--- config.mk ---
export PLATFORM = sky130hd
export DESIGN_NAME = digit_serializer
export DESIGN_NICKNAME = d
export VERILOG_FILES = /design/src/rtl/digit_serializer.sv
export SDC_FILE = /design/constraint.sdc
export NUM_CORES = 1
export LEC_CHECK = 0
export BUFFER_PORTS_ARGS = -buffer_cell sky130_fd_sc_hd__clkbuf_2
export CAP_MARGIN = 5
export CORE_MARGIN = 2
export CORE_UTILIZATION = 40
export DETAILED_ROUTE_END_ITERATION = 12
export PLACE_DENSITY = 0.76
export SYNTH_ARGS = -nofsm -noshare
export SYNTH_HDL_FRONTEND = slang
export SYNTH_SLANG_ARGS = --single-unit
--- constraint.sdc ---
create_clock -name clk -period 1.56 [get_ports clk]
set_input_delay 0.468 -clock clk [delete_from_list [all_inputs] [get_ports clk]]
set_output_delay 0.468 -clock clk [all_outputs]
set_load 0.01 [all_outputs]
--- src/rtl/digit_serializer.sv ---
// Serializes four parallel digits over a valid/ready stream.
// Define BLANK_SKIP_EN to suppress slots holding BLANK_VAL.
module digit_serializer #(
    parameter logic [3:0] BLANK_VAL = 4'hF
) (
    input  logic       clk,
    input  logic       rst,
    input  logic       ce,
    input  logic       load,
    input  logic [3:0] d1,
    input  logic [3:0] d2,
    input  logic [3:0] d3,
    input  logic [3:0] d4,
    output logic [3:0] out_digit,
    output logic [1:0] out_idx,
    output logic       out_valid,
    input  logic       out_ready,
    output logic       busy,
    output logic       done
);

    typedef enum logic [1:0] {
        IDLE = 2'd0,
        SEND = 2'd1,
        DONE = 2'd2
    } state_t;

    state_t          state_q, state_d;
    logic [1:0]      idx_q, idx_d;
    logic [3:0][3:0] slot_q, slot_d;

`ifdef BLANK_SKIP_EN
    // Returns {found, slot} of the lowest non-blank slot at or above start.
    function automatic logic [2:0] find_nb(
        input logic [3:0][3:0] s,
        input logic [2:0]      start
    );
        logic [2:0] r;
        r = 3'b000;
        for (int i = 3; i >= 0; i--) begin
            if (i >= int'(start) && s[i] != BLANK_VAL)
                r = {1'b1, i[1:0]};
        end
        return r;
    endfunction

    logic [2:0] ld_sel;
    logic [2:0] nx_sel;

    assign ld_sel = find_nb({d4, d3, d2, d1}, 3'd0);
    assign nx_sel = find_nb(slot_q, {1'b0, idx_q} + 3'd1);
`endif

    always_ff @(posedge clk) begin
        if (rst) begin
            state_q <= IDLE;
            idx_q   <= 2'd0;
            slot_q  <= {4{BLANK_VAL}};
        end else if (ce) begin
            state_q <= state_d;
            idx_q   <= idx_d;
            slot_q  <= slot_d;
        end
    end

    always_comb begin
        state_d = state_q;
        idx_d   = idx_q;
        slot_d  = slot_q;
        unique case (state_q)
            IDLE: begin
                if (load) begin
                    slot_d = {d4, d3, d2, d1};
`ifdef BLANK_SKIP_EN
                    if (ld_sel[2]) begin
                        idx_d   = ld_sel[1:0];
                        state_d = SEND;
                    end else begin
                        state_d = DONE;
                    end
`else
                    idx_d   = 2'd0;
                    state_d = SEND;
`endif
                end
            end
            SEND: begin
                if (out_ready) begin
`ifdef BLANK_SKIP_EN
                    if (nx_sel[2])
                        idx_d = nx_sel[1:0];
                    else
                        state_d = DONE;
`else
                    if (idx_q == 2'd3)
                        state_d = DONE;
                    else
                        idx_d = idx_q + 2'd1;
`endif
                end
            end
            DONE: state_d = IDLE;
            default: state_d = IDLE;
        endcase
    end

    assign out_valid = (state_q == SEND);
    assign out_digit = out_valid ? slot_q[idx_q] : BLANK_VAL;
    assign out_idx   = idx_q;
    assign busy      = (state_q == SEND) || (state_q == DONE);
    assign done      = (state_q == DONE);

endmodule
# --- Word-level counts from Yosys, hierarchy flattened ---
# Cells that the tools add are included.
# Widths: inputs -> output; s select.
totals:
  latchBits: 0
  rom_bits: 0
  memories: 0
  output_inout_bits: 9
  wordCells: 32
  mem_bits_rw: 0
  reg_bits: 20
  in_bits: 21
op_classes:
  mux: 11
  n_eq_ne: 7
  n_addsub: 1
  magnitude_cmp: 1
  shifts: 0
  multipliers: 0
  div: 0
  reduce_logical: 6
  bitwise_logic: 0
op_table:
  columns: ["cell", "count"]
  rows:
  - ["$mux 2", 6]
  - ["$bmux 4 s2", 1]
  - ["$mux 4", 2]
  - ["$pmux 2 s2", 2]
  - ["$reduce_and 5->1", 1]
  - ["$eq 2x2->1 const B", 2]
  - ["$ne 2x1->1 const B", 2]
  - ["$ne 2x2->1 const B", 2]
  - ["$reduce_and 4->1", 1]
  - ["$lt 2x3->1 const B", 1]
  - ["$reduce_and 3->1", 1]
  - ["$add 2x1->2 const B", 1]
  - ["$eq 2x1->1 const B", 1]
  - ["$logic_not 2->1", 1]
  - ["$reduce_bool 2->1", 1]
  - ["$logic_or 1x1->1", 1]

# --- Logic depth before layout (Yosys ltp) ---
# Gate-level depths: netlist of run 1.
logic_depth:
  ltp_word: 4
  mapped_depth: 7
  depth_no_buf: 5

# --- Worst setup path before layout of run 1 ---
# OpenSTA, ideal clock, no wires.
synth_timing:
  path_type: "flip-flop to output port"
  startpoint: "reg idx_q[1], in the netlist out_idx[1]"
  endpoint: "out out_digit[0]"
  arrival_ps: 1228
  t_required_ps: 1092
  path_buffers: 0
  setup_slack_ps: -136
  stages_incl_launch_ff: 3
  path_cell_list: "dfxtp_1 > mux4_2 > nand2b_1"
synth_via:
  elab_chain_cells: 3
synth_rtl:
  columns: ["element", "line_no", "source"]
  rows:
  - ["start, declared", "29", "logic [1:0] idx_q, idx_d;"]
  - ["start signal, assigned", "61", "idx_q <= idx_d;"]
  - ["$bmux 4 s2", "108", "assign out_digit = out_valid ? slot_q[idx_q] : BLANK_VAL;"]
  - ["$mux 4 (implied by the code)", "108", null]
  - ["$mux 4", "108", null]
  - ["end, declared", "14", "output logic [3:0] out_digit,"]
# Every way passes these cells. The select of a mux whose other input is x is not followed.

# --- Worst setup path in the final report of run 1 ---
layout_timing:
  startpoint: "reg idx_q[1], in the netlist out_idx[1]"
  endpoint: "out out_digit[2]"
# Same word-level chain as after synthesis.

==> results of run 1 <==
## state kept, by name, summed over array words and instances, names as in the netlist
register / flops
slot_q: 16
out_idx: 2
state_q: 2
## Yosys cell counts, drive strengths merged (2+ instances only)
master,count
buf,3
clkbuf,2
dfxtp,20
ha,6
inv,3
mux2i,4
mux4,4
nand2,32
nand2b,10
nand3b,17
or2b,2
## cells by family after synthesis
group / count (synthesis) / synth area share (%)
AND/OR/NAND/NOR: 67 / 37.15
flip-flops: 20 / 37.74
adder cells (fa/ha/maj): 6 / 7.075
AO/OA/AOI/OAI: 1 / 2.595
multiplexers: 8 / 12.26
buffers and inverters: 8 / 3.184
## worst max path at each step
stage / endpoint / cells after the start / slack [ns]
after global placement: out_digit[0] / 3 / -0.04
final: out_digit[2] / 3 / -0.40
after global routing: out_digit[3] / 3 / -0.45
after detailed placement: out_digit[2] / 3 / -0.07
after CTS: out_digit[2] / 3 / -0.41
after floorplan: out_digit[0] / 2 / 0.03
## timing repair
item,CTS,global route
setup endpoints to repair,11,12
setup buffers,1,1
pin swaps,1,2
hold endpoints to repair,0,0
gates resized for setup,15,23
## per-layer routing
metal	part of all wire [%]	global-route usage, %	vias up
met2	51	26.87	20
met5	0	0	-
li1	-	-	441
met1	46	20.67	385
met4	0	5.923	0
met3	3.0	2.342	0
## stage by stage
| stage | hold slack [ns] | instance area (µm²) |
|---|---|---|
| finish | 0.3723 | 1458 |
| global route | 0.3777 | 1458 |
| CTS | 0.3654 | 1390 |
| detailed placement | 0.4538 | 1277 |
| global placement | 0.4475 | 1277 |
| floorplan | 0.4317 | 1065 |
## layout make-up
type | instances | area [µm²]
fill | 216 | 1042
multi-input combinational | 82 | 698.2
sequential | 20 | 412.9
timing repair buffer | 37 | 256.5
tap | 30 | 37.54
clock buffer | 4 | 36.28
inverter | 3 | 16.27
## worst max-delay path: stages (launching register included)
cell and delay, ns:
dfxtp_4 0.41, mux4_2 0.51, nand2b_4 0.15, buf_6 0.11
## report_power, final
group | internal, mW | leakage [nW] | total [mW] | switching (mW)
clock network | 0.142 | 0.0210 | 0.299 | 0.157
registers | 0.558 | 0.168 | 0.592 | 0.0339
logic | 0.227 | 0.479 | 0.410 | 0.183
total | 0.927 | 0.668 | 1.30 | 0.374
==> results.md, run 1 <==
* Final non-filler cell total at 176
* Max Transition Viols Final at 0
* Crit path launch: out_idx[1]
* Final Skew at 0.0006504 ns
* Antenna fix cells at 0
* Hold path start: d1[2]
* Routed Antenna Nets at 0
* Pin count of the biggest net entering global routing at 17
* Routed len/inst at 12.90 µm
* CTS Hold Bufs at 0
* YS warnings at 0
* Synthesized flop and latch total at 20
* CP Data Arrival Time at 1.49 ns
* FF-to-FF Start: out_idx[1]
* First-pass GRT wire length at 3974 µm
* Seq/Total Area, Yosys at 37.74%
* Vias post-DR at 846
* Area added between synthesis and finish at 37.38%
* Die span in y at 55.50 µm
* Pre-CTS setup slack at -0.07119 ns
* Clock slew at reported path FFs at 0.11 ns
* Tightest Pin Transition at 0.3280 ns
* Cell count of the worst reg-to-reg path at 5
* Fin. Hold Viols at 0
* Initial DRC count at 5
* Post-synth top area cell: dfxtp_1
* EDFF count, synth at 0
* CP endpoint kind: output pin
* Critical path startpoint category: flop
* Vias in the first global route at 871
* Period minus WS final at 1.956 ns
* Worst-Skew Late Latency at 0.29 ns
* CP Data Required Time at 1.09 ns
* Initial core utilization at 42.44%
* Total power at 1.301 mW
* Synthesized Nets at 137
* Hold Crit Endpoint: slot_q[2]
* CTS buffer count at 3
* Pwr/cell area at 892.5 mW/mm²
* Layout cell share with drive strength beyond 1 at 45.89%
* Post-DP HPWL at 1657 µm
* TritonRoute pass-1 iters at 2
* Number of vias per cell at 4.807
* Status: finished, violations left
* Most common cell after layout, fill and taps aside: nand2_1
* CTS Buffer Depth at 2
* Die Footprint at 0.003080 mm²
* H-Tree Level Count at 1
* Detailed Route WL at 2271 µm
* Count of cell types in the netlist at 19
* Top_reg_cell synth: dfxtp_1
* Antenna violations before repair at 0
* Reg-to-reg endpoint: out_idx[1]
* Max Cap Viol at 0
* Max frequency at 0.5112 GHz
* Placed cells at 171
* Clock Sinks at 20
* GRT overflow at 0
* Rel. slew slack at 78.13%
* Final worst setup slack at -0.3963 ns
* Synthesized area at 0.001061 mm²
* RePlAce Congestion at 0.7622
* Port bufs at 29
* RSZ-0062 raised after global routing: true
* Nets at 174
* DRC at 0
* FP Rows at 18
* Syn avg cell area at 9.646 µm²
* Ports at 30
* Reg2Reg Setup Slack at 0.05 ns
* Yosys top cell area share at 37.74%
* Util after Layout at 58.31%
* Most frequent cells in the layout: nand2_1, clkbuf_2, nand3b_1, dfxtp_1, buf_6
* VDD IR max at 0.6262 mV
* Hold crit path type: input pin to flop
* CP max FO at 5
* Setup Viol. Count Final at 4
* Failing checks: setup timing
* Syn Inst Count at 110
* Setup CP Type: flop to output pin
* Clock Root Buffer: clkbuf_4
* Core Area at 0.002500 mm²
* Fraction of registers with async set/reset at 0%
* Tcrit/Tclk final at 125.4%
* Total track usage at 15.98%
* Die X at 55.50 µm
* CTS tree: built
* Leakage power at 0.6677 nW
* Synth top area cells: dfxtp_1, nand3b_1, nand2_1
* Total Neg Setup Slack at -1.553 ns
* Hold path depth at 3
Note: power is estimated with default switching activity, not from simulation.
==> inputs of run 2 (changes only) <==
Settings changed: PLACE_DENSITY 0.76 to 0.73.
==> results.md, run 2 (same netlist as run 1, synthesis figures left out) <==
* Status: finished, violations left
* Failing checks: setup timing
* Pwr/cell area at 874.4 mW/mm² (-2.0%)
* Layout cell share with drive strength beyond 1 at 44.22% (-1.7 points)
* Number of vias per cell at 5.169 (+7.5%)
* Total track usage at 16.70% (+0.72 points)
* Vias in the first global route at 902 (+3.6%)
* RePlAce Congestion at 0.7374 (-3.3%)
* Sw Share at 30.18% (+1.5 points)
* CP endpoint kind: output pin
* Period minus WS final at 1.955 ns (-0.0008810 ns)
* Antenna violations before repair at 0 (unchanged)
* Routed Antenna Nets at 0 (unchanged)
* Nets at 175 (+0.57%)
* Vias post-DR at 915 (+8.2%)
* Tcrit/Tclk final at 125.3% (about the same)
* Post-DP HPWL at 1758 µm (+6.1%)
* Critical Path Sink: out_digit[1]
* H-Tree Level Count at 1 (unchanged)
* Max Transition Viols Final at 0 (unchanged)
* Rel. slew slack at 77.51% (-0.62 points)
* FP Rows at 18 (unchanged)
* CTS Hold Bufs at 0 (unchanged)
* Sequential share of power at 47.1% (+1.6 points)
* Placed cells at 171 (unchanged)
* Most frequent cells in the layout: nand2_1, clkbuf_2, nand3b_1, dfxtp_1, buf_4
* CTS tree: built
* CTS Buffer Depth at 2 (unchanged)
* DRC at 0 (unchanged)
* CTS buffer count at 3 (unchanged)
* RSZ-0062 raised after global routing: true
* Area added between synthesis and finish at 36.32%
* CP max FO at 5 (unchanged)
* Final Skew at 0.002919 ns (+0.002269 ns)
* Reg2Reg Setup Slack at 0.03 ns (-0.02 ns)
* Reg-to-reg endpoint: out_idx[1]
* Max reg flops at 16 (unchanged)
* Core Area at 0.002500 mm² (unchanged)
* Routed len/inst at 13.61 µm (+5.5%)
* Max Cap Viol at 0 (unchanged)
* Clock Root Buffer: clkbuf_4
* Hold path start: d3[3]
* Leakage power at 0.6650 nW (-0.41%)
* Setup CP Type: flop to output pin
* Crit path launch: out_idx[1]
* Most common cell after layout, fill and taps aside: nand2_1
* Gate power share at 32.7% (+1.2 points)
* Die X at 55.50 µm (unchanged)
* Initial DRC count at 19 (+14)
* Total power at 1.265 mW (-2.8%)
* Final worst setup slack at -0.3954 ns (+0.0008810 ns)
* Die span in y at 55.50 µm (unchanged)
* TritonRoute pass-1 iters at 5 (+3)
* Internal at 0.8830 mW (-4.8%)
* FF-to-FF Start: out_idx[1]
* Final non-filler cell total at 177 (+0.57%)
* Clock slew at reported path FFs at 0.11 ns (about the same)
* Register name with the most flops: slot_q
* Worst-Skew Late Latency at 0.30 ns (about the same)
* Setup Viol. Count Final at 5 (+1)
* Die Footprint at 0.003080 mm² (unchanged)
* Clock network power share at 20.2% (-2.8 points)
* Pin count of the biggest net entering global routing at 17 (unchanged)
* CP Data Required Time at 1.09 ns (about the same)
* CP Data Arrival Time at 1.49 ns (about the same)
* Max frequency at 0.5114 GHz (about the same)
* GRT overflow at 0 (unchanged)
* Clock Sinks at 20 (unchanged)
* Cell count of the worst reg-to-reg path at 5 (unchanged)
* Critical path startpoint category: flop
* VDD IR max at 0.5629 mV (-10%)
* First-pass GRT wire length at 4057 µm (+2.1%)
* Initial core utilization at 42.44% (unchanged)
* Port bufs at 29 (unchanged)
* Detailed Route WL at 2409 µm (+6.1%)
* Antenna fix cells at 0 (unchanged)
* Hold crit path type: input pin to flop
* P_sw at 0.3818 mW (+2.1%)
* Fin. Hold Viols at 0 (unchanged)
* Ports at 30 (unchanged)
* Tightest Pin Transition at 0.3373 ns (+0.009288 ns)
==> run 2: changes by cell type in the layout (fill, tap and decap cells not counted), sizes merged <==
cell,previous run,this run
clkbuf,26,27
==> run 2: cell type report <==
type / count / area, µm²
inverters: 3 / 13.76
clock buffers: 4 / 26.28
repair buffers: 38 / 254.0
well taps: 30 / 37.54
multi-input cells: 82 / 705.7
flip-flops and latches: 20 / 409.1
fillers: 228 / 1054
==> run 2: power by group through the flow <==
stage                     clock network [mW]  registers (mW)  logic (mW)
after global routing                   0.284           0.601       0.455
after floorplan                            0           0.589       0.232
after global placement                     0           0.597       0.326
after detailed placement                   0           0.600       0.341
after CTS                              0.259           0.589       0.392
final                                  0.256           0.595       0.413
==> run 2: worst min-delay path by stage <==
stage	endpoint	slack (ns)	cells past startpoint
global route	slot_q[2]	0.37	3
detailed placement	slot_q[7]	0.45	2
finish	slot_q[11]	0.36	3
CTS	slot_q[11]	0.36	3
global placement	slot_q[6]	0.44	2
floorplan	slot_q[6]	0.43	2
==> run 2: stage by stage <==
stage          setup WS (ns)  cell area, µm²  utilization (%)  setup TNS [ns]  hold WS (ns)
2_1_floorplan        0.03091            1065                -               0        0.4317
3_3_place_gp        -0.04514            1277            51.10         -0.2077        0.4446
3_5_place_dp         -0.1083            1277            51.10         -0.4014        0.4515
4_1_cts              -0.4074            1380            55.21          -1.706        0.3634
5_1_grt              -0.4550            1446            57.86          -1.988        0.3685
6_report             -0.3954            1446            57.86          -1.578        0.3639
==> run 2: layer usage <==
metal / up-vias / part of all wire [%] / global-route usage [%] / routed length (µm)
li1: 444 / - / - / -
met1: 441 / 46 / 21.59 / 1108
met2: 26 / 49 / 26.70 / 1175
met3: 4 / 3.5 / 3.513 / 84
met4: 0 / 1.7 / 7.317 / 40
met5: - / 0 / 0 / 0
==> run 2: critical path, stage by stage (launching register included) <==
cell,delay (ns)
dfxtp_4,0.41
mux4_2,0.51
nand2b_4,0.15
buf_6,0.11
==> run 2: timing repair <==
action | 4_1_cts | 5_1_grt
setup endpoints to repair | 21 | 25
resized for setup | 13 | 19
buffers inserted | 2 | 1
==> inputs of run 3 (changes only) <==
Settings changed: ABC_AREA set to 1, CELL_PAD_IN_SITES_DETAIL_PLACEMENT set to 0, CELL_PAD_IN_SITES_GLOBAL_PLACEMENT set to 1, CORE_UTILIZATION 40 to 32, PLACE_DENSITY 0.73 to 0.8.
==> results.md, run 3 <==
* Status: finished, violations left
* Failing checks: setup timing
* CP max FO at 9 (+4)
* Synth Area in XOR/XNOR at 0% (unchanged)
* Vias in the first global route at 955 (+5.9%)
* Synthesized area at 0.001094 mm² (+3.1%)
* TritonRoute pass-1 iters at 3 (-2)
* Initial core utilization at 33.03% (-9.4 points)
* Tightest Pin Transition at 0.2697 ns (-0.06763 ns)
* Period minus WS final at 1.730 ns (-0.2259 ns)
* Hold crit path type: input pin to flop
* Port bufs at 29 (unchanged)
* Fraction of registers with async set/reset at 0% (unchanged)
* Largest family of logic cells by synthesized area: simple AND/OR/NAND/NOR gates
* RePlAce Congestion at 0.7361 (-0.18%)
* FP Rows at 21 (+3)
* CTS Hold Bufs at 0 (unchanged)
* H-Tree Level Count at 1 (unchanged)
* Compound-Gate Fraction of Synth Area at 7.323% (+4.7 points)
* Synthesized flop and latch total at 20 (unchanged)
* Register name with the most flops: slot_q
* Register area at 410.4 µm² (+0.31%)
* Ports at 30 (unchanged)
* Final worst setup slack at -0.1695 ns (+0.2259 ns)
* Max frequency at 0.5782 GHz (+13%)
* Post-synthesis mux area share at 0% (-12 points)
* Syn Inst Count at 148 (+35%)
* Crit path launch: out_idx[0]
* Die span in y at 62.46 µm (+13%)
* Rel. slew slack at 82.02% (+4.5 points)
* Setup Viol. Count Final at 5 (unchanged)
* Pin count of the biggest net entering global routing at 21 (+4)
* Core Area at 0.003311 mm² (+32%)
* # fillers at 366 (+61%)
* Leakage power at 0.7184 nW (+8.0%)
* Yosys top cell area share at 36.61% (-1.1 points)
* Tcrit/Tclk final at 110.9% (-14 points)
* Post-synth top area cell: dfxtp_1
* Cell count of the worst reg-to-reg path at 11 (+6)
* CP endpoint kind: output pin
* Critical path startpoint category: flop
* Pwr/cell area at 1069 mW/mm² (+22%)
* Antenna violations before repair at 0 (unchanged)
* Total Neg Setup Slack at -0.6478 ns (+0.9303 ns)
* Antenna fix cells at 0 (unchanged)
* RSZ-0062 raised after global routing: true
* Fin. Hold Viols at 0 (unchanged)
* Most common library cells after synthesis: nand2_1, dfxtp_1, inv_1
* Final Skew at 0.009021 ns (+0.006102 ns)
* Area added between synthesis and finish at 34.33%
* Max Transition Viols Final at 0 (unchanged)
* Clock Sinks at 20 (unchanged)
* Most common cell after layout, fill and taps aside: nand2_1
* Layout cell share with drive strength beyond 1 at 44.32% (+0.11 points)
* Total track usage at 12.61% (-4.1 points)
* Seq/Total Area, Yosys at 36.61% (-1.1 points)
* Die Footprint at 0.003901 mm² (+27%)
* Synth top area cells: dfxtp_1, nand2_1, nand3_2
* Nets at 213 (+22%)
* Max reg flops at 16 (unchanged)
* Vias post-DR at 1,039 (+14%)
* Critical Path Sink: out_digit[3]
* Routed Antenna Nets at 0 (unchanged)
* Detailed Route WL at 2505 µm (+4.0%)
* Setup CP Type: flop to output pin
* CP Data Required Time at 1.09 ns (about the same)
* Synthesized Nets at 175 (+28%)
* Clock Root Buffer: clkbuf_4
* Count of cell types in the netlist at 17 (-2)
* CTS buffer count at 3 (unchanged)
* Most frequent cells in the layout: nand2_1, clkbuf_2, dfxtp_1, nand2_2, nand3_2
* Syn avg cell area at 7.389 µm² (-23%)
* Number of vias per cell at 4.498 (-13%)
* Adder-cell share of the synthesized area at 6.865% (-0.21 points)
* DRC at 0 (unchanged)
* EDFF count, synth at 0 (unchanged)
* CTS tree: built
* CP Data Arrival Time at 1.26 ns (-0.23 ns)
* Total power at 1.570 mW (+24%)
* Initial DRC count at 38 (+19)
* Post-DP HPWL at 1830 µm (+4.1%)
* FF-to-FF Start: out_idx[0]
* GRT overflow at 0 (unchanged)
* VDD IR max at 0.4753 mV (-16%)
* Routed len/inst at 10.84 µm (-20%)
* Pre-CTS setup slack at 0.07459 ns (+0.1829 ns)
* Reg2Reg Setup Slack at -0.02 ns (-0.05 ns)
* CTS Buffer Depth at 2 (unchanged)
* Reg-to-reg endpoint: out_idx[0]
* Fin Hold WS at 0.3546 ns (-0.009290 ns)
* Area of the multi-input gates at 650.6 µm² (-7.8%)
* Clock slew at reported path FFs at 0.12 ns (about the same)
* Max Cap Viol at 0 (unchanged)
* Worst-Skew Late Latency at 0.30 ns (about the same)
* Util after Layout at 44.37% (-13 points)
* Most common cell in the netlist: nand2_1
* YS warnings at 0 (unchanged)
* Area fraction in and, or, nand and nor cells after synthesis at 40.62% (+3.5 points)
* Die X at 62.46 µm (+13%)
* First-pass GRT wire length at 4091 µm (+0.84%)
* Top_reg_cell synth: dfxtp_1
==> run 3: cell type report <==
class,count,share of cell area [%]
clock inverters,1,2.044
repair buffers,38,16.35
inverters,13,3.918
well taps,46,3.918
clock buffers,3,1.533
multi-input cells,110,44.29
flip-flops and latches,20,27.94
==> run 3: worst max-delay path, stage by stage (launching register included) <==
cell,delay (ns)
dfxtp_4,0.39
clkinv_2,0.14
a21oi_1,0.18
o21ai_1,0.10
buf_2,0.15
==> run 3: logic make-up after synthesis <==
| group | Yosys count |
|---|---|
| AOI/OAI and AO/OA | 16 |
| adders and majority gates | 6 |
| buffers and inverters | 18 |
| DFF | 20 |
| and+or+nand+nor | 88 |
==> run 3: power by group <==
part | switching, mW | total, mW | internal (mW)
Combinational | 0.292 | 0.531 | 0.239
Sequential | 0.0457 | 0.618 | 0.572
Clock | 0.161 | 0.421 | 0.260
==> run 3: metal layers <==
layer	share of wire, %	track usage (%)	wire length [µm]
met5	0	0	0
met4	0.48	4.167	12
met3	4.3	2.342	107
met2	48	21.64	1207
met1	47	15.88	1177
==> run 3: what timing repair did <==
item	CTS	global route
setup endpoints to repair	7	7
gates resized for setup	21	21
pin swaps	4	3
buffers inserted	2	3
==> run 3: worst min-delay path by stage <==
stage               start    endpoint  slack (ns)  depth (start not counted)
6_report            d3[2]  slot_q[10]        0.35                          3
2_1_floorplan   slot_q[6]   slot_q[6]        0.44                          2
4_1_cts             d3[2]  slot_q[10]        0.34                          3
3_5_place_dp   slot_q[14]  slot_q[14]        0.47                          2
5_1_grt             d2[3]   slot_q[7]        0.35                          3
3_3_place_gp    slot_q[9]   slot_q[9]        0.46                          2
==> run 3: metrics by stage <==
stage | instance area [µm²] | std cells
after detailed placement | 1284 | 222
after CTS | 1404 | 228
final | 1469 | 231
after global placement | 1284 | 222
after global routing | 1469 | 231
after floorplan | 1094 | 148
